$ cat src/rtl/neuron_layer_sequencer.sv
`default_nettype none
// ============================================================================
// Module      : neuron_layer_sequencer
// Description : Buffers INPUT_COUNT unsigned input words, then evaluates
//               NEURON_COUNT threshold neurons one after another on a single
//               multiply-accumulate path fed from an external weight memory,
//               and presents the activation vector with a valid/ready handshake.
// Revision    : 1.0 - initial release
// ============================================================================
module neuron_layer_sequencer #(
   parameter int          INPUT_COUNT  = 4,
   parameter int          NEURON_COUNT = 4,
   parameter logic [31:0] BIAS         = 32'd0,
   parameter logic [31:0] THRESHOLD    = 32'd0,
   // Derived widths; not intended to be overridden
   parameter int          AW = (NEURON_COUNT * INPUT_COUNT > 1) ?
                               $clog2(NEURON_COUNT * INPUT_COUNT) : 1
) (
   input  logic                    clk,
   input  logic                    rst_n,
   input  logic                    x_valid,
   output logic                    x_ready,
   input  logic [31:0]             x_data,
   output logic                    w_rd_en,
   output logic [AW-1:0]           w_addr,
   input  logic [31:0]             w_data,
   output logic                    y_valid,
   input  logic                    y_ready,
   output logic [NEURON_COUNT-1:0] y_data
);

   // idx counts load slots in LOAD and issue/finish steps (0..INPUT_COUNT) in MAC
   localparam int IW = $clog2(INPUT_COUNT + 1);
   localparam int NW = (NEURON_COUNT > 1) ? $clog2(NEURON_COUNT) : 1;

   localparam logic [IW-1:0] LAST_IN = IW'(INPUT_COUNT - 1);
   localparam logic [IW-1:0] FINISH  = IW'(INPUT_COUNT);
   localparam logic [NW-1:0] LAST_N  = NW'(NEURON_COUNT - 1);

   localparam logic [1:0] S_LOAD = 2'd0;
   localparam logic [1:0] S_MAC  = 2'd1;
   localparam logic [1:0] S_OUT  = 2'd2;

   logic [1:0]    state;
   logic [IW-1:0] idx;
   logic [NW-1:0] n;
   logic [31:0]   acc;

   // Buffer is sized to the full index range so any idx value is a legal index
   logic [31:0]   x_buf [0:(1 << IW) - 1];

   logic          issue;
   logic [31:0]   product;
   logic [31:0]   sum;

   // Weight read issue, product of the previous issue's operands and running sum
   always_comb begin
      issue   = (state == S_MAC) && (idx != FINISH);
      product = x_buf[idx - IW'(1)] * w_data;
      sum     = acc + product;
      w_rd_en = issue;
      w_addr  = issue ? (AW'(n) * AW'(INPUT_COUNT) + AW'(idx)) : '0;
      x_ready = (state == S_LOAD);
      y_valid = (state == S_OUT);
   end

   // Input buffer capture; contents are don't-care after reset
   always_ff @(posedge clk) begin
      if (state == S_LOAD && x_valid) begin
         x_buf[idx] <= x_data;
      end
   end

   // Sequencer FSM, counters, accumulator and result register
   always_ff @(posedge clk or negedge rst_n) begin
      if (!rst_n) begin
         state  <= S_LOAD;
         idx    <= '0;
         n      <= '0;
         acc    <= BIAS;
         y_data <= '0;
      end else begin
         case (state)
            S_LOAD: begin
               if (x_valid) begin
                  if (idx == LAST_IN) begin
                     state <= S_MAC;
                     idx   <= '0;
                     n     <= '0;
                     acc   <= BIAS;
                  end else begin
                     idx <= idx + IW'(1);
                  end
               end
            end
            S_MAC: begin
               if (idx == FINISH) begin
                  // Last product folds straight into the compare; acc restarts
                  y_data[n] <= (sum > THRESHOLD);
                  acc       <= BIAS;
                  idx       <= '0;
                  if (n == LAST_N) begin
                     state <= S_OUT;
                     n     <= '0;
                  end else begin
                     n <= n + NW'(1);
                  end
               end else begin
                  // idx 0 has no read outstanding yet
                  if (idx != '0) begin
                     acc <= sum;
                  end
                  idx <= idx + IW'(1);
               end
            end
            S_OUT: begin
               if (y_ready) begin
                  state <= S_LOAD;
               end
            end
            default: begin
               state <= S_LOAD;
               idx   <= '0;
               n     <= '0;
               acc   <= BIAS;
            end
         endcase
      end
   end

endmodule
`default_nettype wire

$ cat config.mk
export PLATFORM = sky130hd
export DESIGN_NAME = neuron_layer_sequencer
export DESIGN_NICKNAME = d
export VERILOG_FILES = /design/src/rtl/neuron_layer_sequencer.sv
export SDC_FILE = /design/constraint.sdc
export NUM_CORES = 2
export LEC_CHECK = 0
export CAP_MARGIN = 20
export CORE_MARGIN = 2
export CORE_UTILIZATION = 55
export CTS_BUF_LIST = sky130_fd_sc_hd__clkbuf_4 sky130_fd_sc_hd__clkbuf_8 sky130_fd_sc_hd__clkbuf_16
export DETAILED_ROUTE_END_ITERATION = 16
export MAX_ROUTING_LAYER = met4
export PLACE_DENSITY_LB_ADDON = 0.05
export SETUP_SLACK_MARGIN = 0.1
export SLEW_MARGIN = 0
export SYNTH_ARGS = -nofsm -noshare
export SYNTH_HDL_FRONTEND = slang
export SYNTH_SLANG_ARGS = --single-unit
$ cat constraint.sdc
create_clock -name clk -period 12 [get_ports clk]
set_input_delay 1.8 -clock clk [delete_from_list [all_inputs] [get_ports clk]]
set_output_delay 1.8 -clock clk [all_outputs]
set_load 0.05 [all_outputs]
## After elaboration in Yosys (flattened, before gate mapping)

Memory sizes are Yosys's and may differ from the RTL's.
Index checks and enable logic that the tools add are counted.

| word-level totals | value |
|---|---|
| memories kept | 1 |
| output and inout bits | 11 |
| memory bits (writable) | 256 |
| input bits | 68 |
| ROM bits | 0 |
| logic and storage cells | 64 |
| register bits | 43 |
| bits in latches | 0 |

Memories:

| memory | words | width | rd ports | clocked after Yosys merged registers in | write ports | line | text |
|---|---|---|---|---|---|---|---|
| x_buf | 8 | 32 | 1 | 0 | 1 | 50 | `logic [31:0] x_buf [0:(1 << IW) - 1];` |

| cells by class | value |
|---|---|
| muxes and demuxes | 26 |
| reductions and logical operators | 10 |
| order comparisons | 3 |
| shift operators | 0 |
| divide/modulo/power cells | 0 |
| equality and inequality tests | 12 |
| add/subtract/negate cells | 5 |
| bitwise gates (word level) | 1 |
| $mul | 1 |

Operators with widths:

| cell | number |
|---|---|
| 32-bit 2-to-1 mux | 4 |
| 32-bit case mux with 3 select lines | 1 |
| 32-bit adder | 1 |
| 32-bit by 1-bit greater-than comparator with 1-bit output, second input constant | 1 |
| 32-bit by 32-bit multiplier with 32-bit output | 1 |
| 2-bit 2-to-1 mux | 9 |
| 2-bit case mux with 3 select lines | 2 |
| 3-bit 2-to-1 mux | 3 |
| 3-bit case mux with 3 select lines | 1 |
| 2-bit by 1-bit inequality test with 1-bit output, second input constant | 4 |
| 4-bit AND reduction | 2 |
| 5-bit AND reduction | 1 |
| 4-bit by 3-bit adder with 4-bit output | 1 |
| 4-bit bitwise mux | 1 |
| 2-bit equality test, second input constant | 2 |
| 4-bit 2-to-1 mux | 1 |
| 2-bit AND reduction | 2 |
| 3-bit by 1-bit adder with 3-bit output, second input constant | 1 |
| 3-bit by 2-bit equality test with 1-bit output, second input constant | 1 |
| 3-bit equality test, second input constant | 1 |
| 1-bit logical AND | 3 |
| 2-bit by 3-bit < comparator with 1-bit output, second input constant | 1 |
| 1-bit 2-to-1 mux | 3 |
| 3-bit by 1-bit inequality test with 1-bit output, second input constant | 1 |
| 10 further kinds | 10 |

## Depth between registers and ports, before layout

An unclocked memory read counts as a cell.

| depth | value |
|---|---|
| depth in word-level cells | 7 |
| mapped depth | 39 |
| gate-level depth less buffers | 31 |

## Least setup slack after synthesis

Ideal clock, no wire load.

| timing | value |
|---|---|
| path kind | register to register |
| start point | register idx[0] |
| end point | register y_data[0] |
| period minus slack after synthesis | 9.191 ns |
| library setup time | 0.148 ns |
| slack | 2.809 ns |
| path buffers | 9 |
| stages on the path, launching flop included | 37 |
| required time | 11.852 ns |
| arrival | 9.043 ns |
| path through | dfrtp_1 > buf_6 > buf_6 > buf_6 > inv_1 > ha_1 > buf_2 > buf_2 > buf_2 > mux4_2 > mux2_2 > clkbuf_1 > clkbuf_1 > and2_1 > fa_1 > fa_1 > fa_1 > inv_1 > fa_1 > inv_1 > fa_1 > fa_1 > fa_1 > inv_1 > fa_1 > inv_1 > ha_1 > clkbuf_1 > nand2_1 > o21ai_0 > nor2_1 > o21ai_0 > o21bai_1 > mux2i_1 > a2111oi_0 > and4_1 > a41oi_1 |

| between the ends | value |
|---|---|
| longest elaborated chain between the ends | 6 |
| elaborated cells between the ends (all ways) | 8 |
| classes of those cells | add/sub: 2; mul: 1; order compare: 1; eq/ne: 1; mux: 1; reduce/logical: 1; memory: 1 |

Ends and longest elaborated chain:

| item | line | text |
|---|---|---|
| start, declared | 45 | `logic [IW-1:0] idx;` |
| start signal, assigned | 92 | `idx <= idx + IW'(1);` |
| start signal, assigned | 113 | `idx <= idx + IW'(1);` |
| 3-bit by 1-bit subtractor with 3-bit output | 59 | `product = x_buf[idx - IW'(1)] * w_data;` |
| memory read 8 x 32 bit | -- |  |
| 32-bit by 32-bit multiplier with 32-bit output | 59 |  |
| 32-bit adder | 60 | `sum = acc + product;` |
| 32-bit by 1-bit greater-than comparator with 1-bit output | 99 | `y_data[n] <= (sum > THRESHOLD);` |
| 4-bit bitwise mux | 99 |  |
| end signal, assigned by index | 99 |  |
| end, declared | 29 | `output logic [NEURON_COUNT-1:0] y_data` |

Several ways; a longest one is shown, not always the timed one.
A chain may end at the register's enable or synchronous reset.

## Final worst setup path

| timing | value |
|---|---|
| start point | register idx[0] |
| end point | register y_data[2] |

The elaborated chain is that of the path after synthesis.

==> flow_summary.yaml <==
outcome:
  status: "finished clean"
yosys:
  seq_area_frac_synth: 0.3031
  yosys_register_bits: 299
  synthFlopType: "edfxtp_1"
  yosys_warnings: 0
  synth.distinct_cells: 67
  synth_edf_count: 256
  yosysTopAreaCell: "fa_1"
  syn_area_per_cell_um2: 11.43
  synthCells: 2530
  synth_top_area_frac: 0.3033
  synth.cells.most_frequent: "inv_1 (506), fa_1 (438), edfxtp_1 (256)"
  netlist_top_cells_area: "fa_1 (30%), edfxtp_1 (27%), inv_1 (6.6%)"
  synth-async-reset-ratio: 0.1438
  mappedNetlistArea_mm2: 0.02891
  syn-num-nets: 3170
  synthMostInstantiatedCell: "inv_1"
global_route:
  grtUsageTotal: 0.2813
  grt_pass1_vias: 19520
  grt_max_degree: 44
  antenna_found_initial: 9
  grt_pass1_wl_um: 111900
  grt_overflow: 0
setup_path:
  cp.required_ps: 12410
  path_delay_family: "adder cells"
  cp_max_fo: 35
  start_kind: "flop"
  path_class: "flop to flop"
  path_buf_inv: 7
  r2r_setup_slack_ps: 1370
  crit_start: "idx[0]$_DFFE_PN0P_"
  cp-end-kind: "flop"
  cpPeakStageDelay_ps: 830
  r2r-start: "idx[0]$_DFFE_PN0P_"
  rr_worst_depth: 29
  critPathMostFrequentCell: "fa_1"
  arrival_ps: 11030
  slowest_stage: "dfrtp_4"
  reg2reg_to: "y_data[2]$_DFFE_PN0P_"
sta:
  worstMarginPinSlew_ps: 1054
  skew_ps: 34.43
  rsz0062_at_grt: "false"
  period_needed_ps: 10630
  fin_crit_sh: 0.8856
  slew_violations: 0
  fmax_ghz: 0.09410
  setup-tns-final_ps: 0
  maxSlewHeadroom: 0.2949
  setup_viol: 0
  finalHoldViolations: 0
die:
  dieArea_mm2: 0.05442
  coreArea_mm2: 0.05224
  die_width_um: 233.3
  dieHeight_um: 233.3
  rows: 84
  start_util: 0.5535
  ioPinCount: 79
placed_design:
  hpwlAfterDp_um: 52880
  gp_congestion: 0.9283
  io_buffers: 78
hold_path:
  hold_path_end: "acc[13]$_DFFE_PN0P_"
  hold_depth: 2
  min_path_type: "flop to flop"
  worstHoldStart: "acc[13]$_DFFE_PN0P_"
clock_tree:
  holdBufCountCts: 0
  insertion_delay_ps: 580
  htreeDepth: 1
  path_clk_slew_ps: 70
  ctsLongestPathBuffers: 3
  numCtsBuffers: 29
  clock-sinks: 299
  cts_tree: "built"
  cts_setup_buffers: 0
  clockRootBuffer: "clkbuf_16"
  cts_resized: 0
routing:
  num_vias: 17970
  wl_um: 70140
  first_pass_iters: 5
  ant_nets: 0
  wire_per_inst_um: 21.41
  drt_iter0_drc: 866
  drc_errors: 0
  viasPerCell: 5.486
cells_and_area:
  final_nets: 3199
  drive_gt1_frac: 0.07862
  final_util: 0.6019
  area_delta_synth_final_pct: 8.755
flow_run:
  max_cap_viol_count: 0
## sequential cells by signal, summed over array words and instances, names as in the netlist
name and count:
x_buf 256, acc 32, y_data 4, idx 3, n 2, state 2
## worst min-delay path: cells and delay by family (launching register included)
family	cells	cell delay (ps)
compound gates	1	60
flops	1	340
simple gates	1	50
## cell usage in the layout, fill, tap and decap left out, types with 38 or more instances in the layout
cell type | synthesis | layout
o21ai_0 | 38 | 38
ha_1 | 134 | 133
nor2_1 | 45 | 39
dfrtp_1 | 43 | 42
edfxtp_1 | 256 | 256
fa_1 | 438 | 438
and2_1 | 237 | 237
xnor2_1 | 60 | 60
mux4_2 | 64 | 64
inv_1 | 506 | 506
nor2b_1 | 85 | 85
nand2_1 | 250 | 250
clkdlybuf4s50_1 | 0 | 77
## cell families (layout without fill, tap and decap cells)
group,count (synthesis),in the layout,synth area share
multiplexers,100,100,0.06383
flip-flops,299,299,0.3031
adder cells (fa/ha/maj),572,572,0.3613
other,0,6,0
XOR/XNOR,82,82,0.02713
AND/OR/NAND/NOR,696,696,0.1249
buffers and inverters,626,678,0.08422
AO/OA/AOI/OAI,155,155,0.03549
## through the flow
step                worst slack, ps  cells  instance area [um^2]  hold slack (ps)
finish                         1373   3276                 31440            482.7
global route                  709.9   3276                 31440            503.2
CTS                            1333   3267                 31380            482.2
detailed placement             1360   3213                 30440            467.6
global placement               1542   3210                 30370            464.4
floorplan                      2809   2530                 28910            443.2
## metal layers
metal	vias to the layer above	GRT usage	part of all wire
met5	-	-	0
met4	0	0.06051	0.021
met3	80	0.03125	0.041
met2	366	0.4881	0.52
met1	9509	0.3589	0.42
li1	8016	-	-
## how the worst max path moves through the flow
stage / end / slack [ps] / depth (start not counted)
5_1_grt: y_data[1]$_DFFE_PN0P_ / 710 / 29
2_1_floorplan: y_data[0]$_DFFE_PN0P_ / 2810 / 36
4_1_cts: y_data[2]$_DFFE_PN0P_ / 1330 / 29
3_3_place_gp: y_data[2]$_DFFE_PN0P_ / 1540 / 29
3_5_place_dp: y_data[2]$_DFFE_PN0P_ / 1360 / 29
6_report: y_data[2]$_DFFE_PN0P_ / 1370 / 29
## cell type report
cell class	instances	area, um^2
sequential	299	8767
fill	4315	20790
clock inverter	20	178.9
timing repair buffer	117	1156
inverter	507	1903
multi-input combinational	1605	17800
antenna	6	15.01
clock buffer	34	763.2
tap	688	860.8
Power is left out: the tool's default activity adds up to more than one toggle a clock period on the data nets, which glitch-free logic cannot reach.
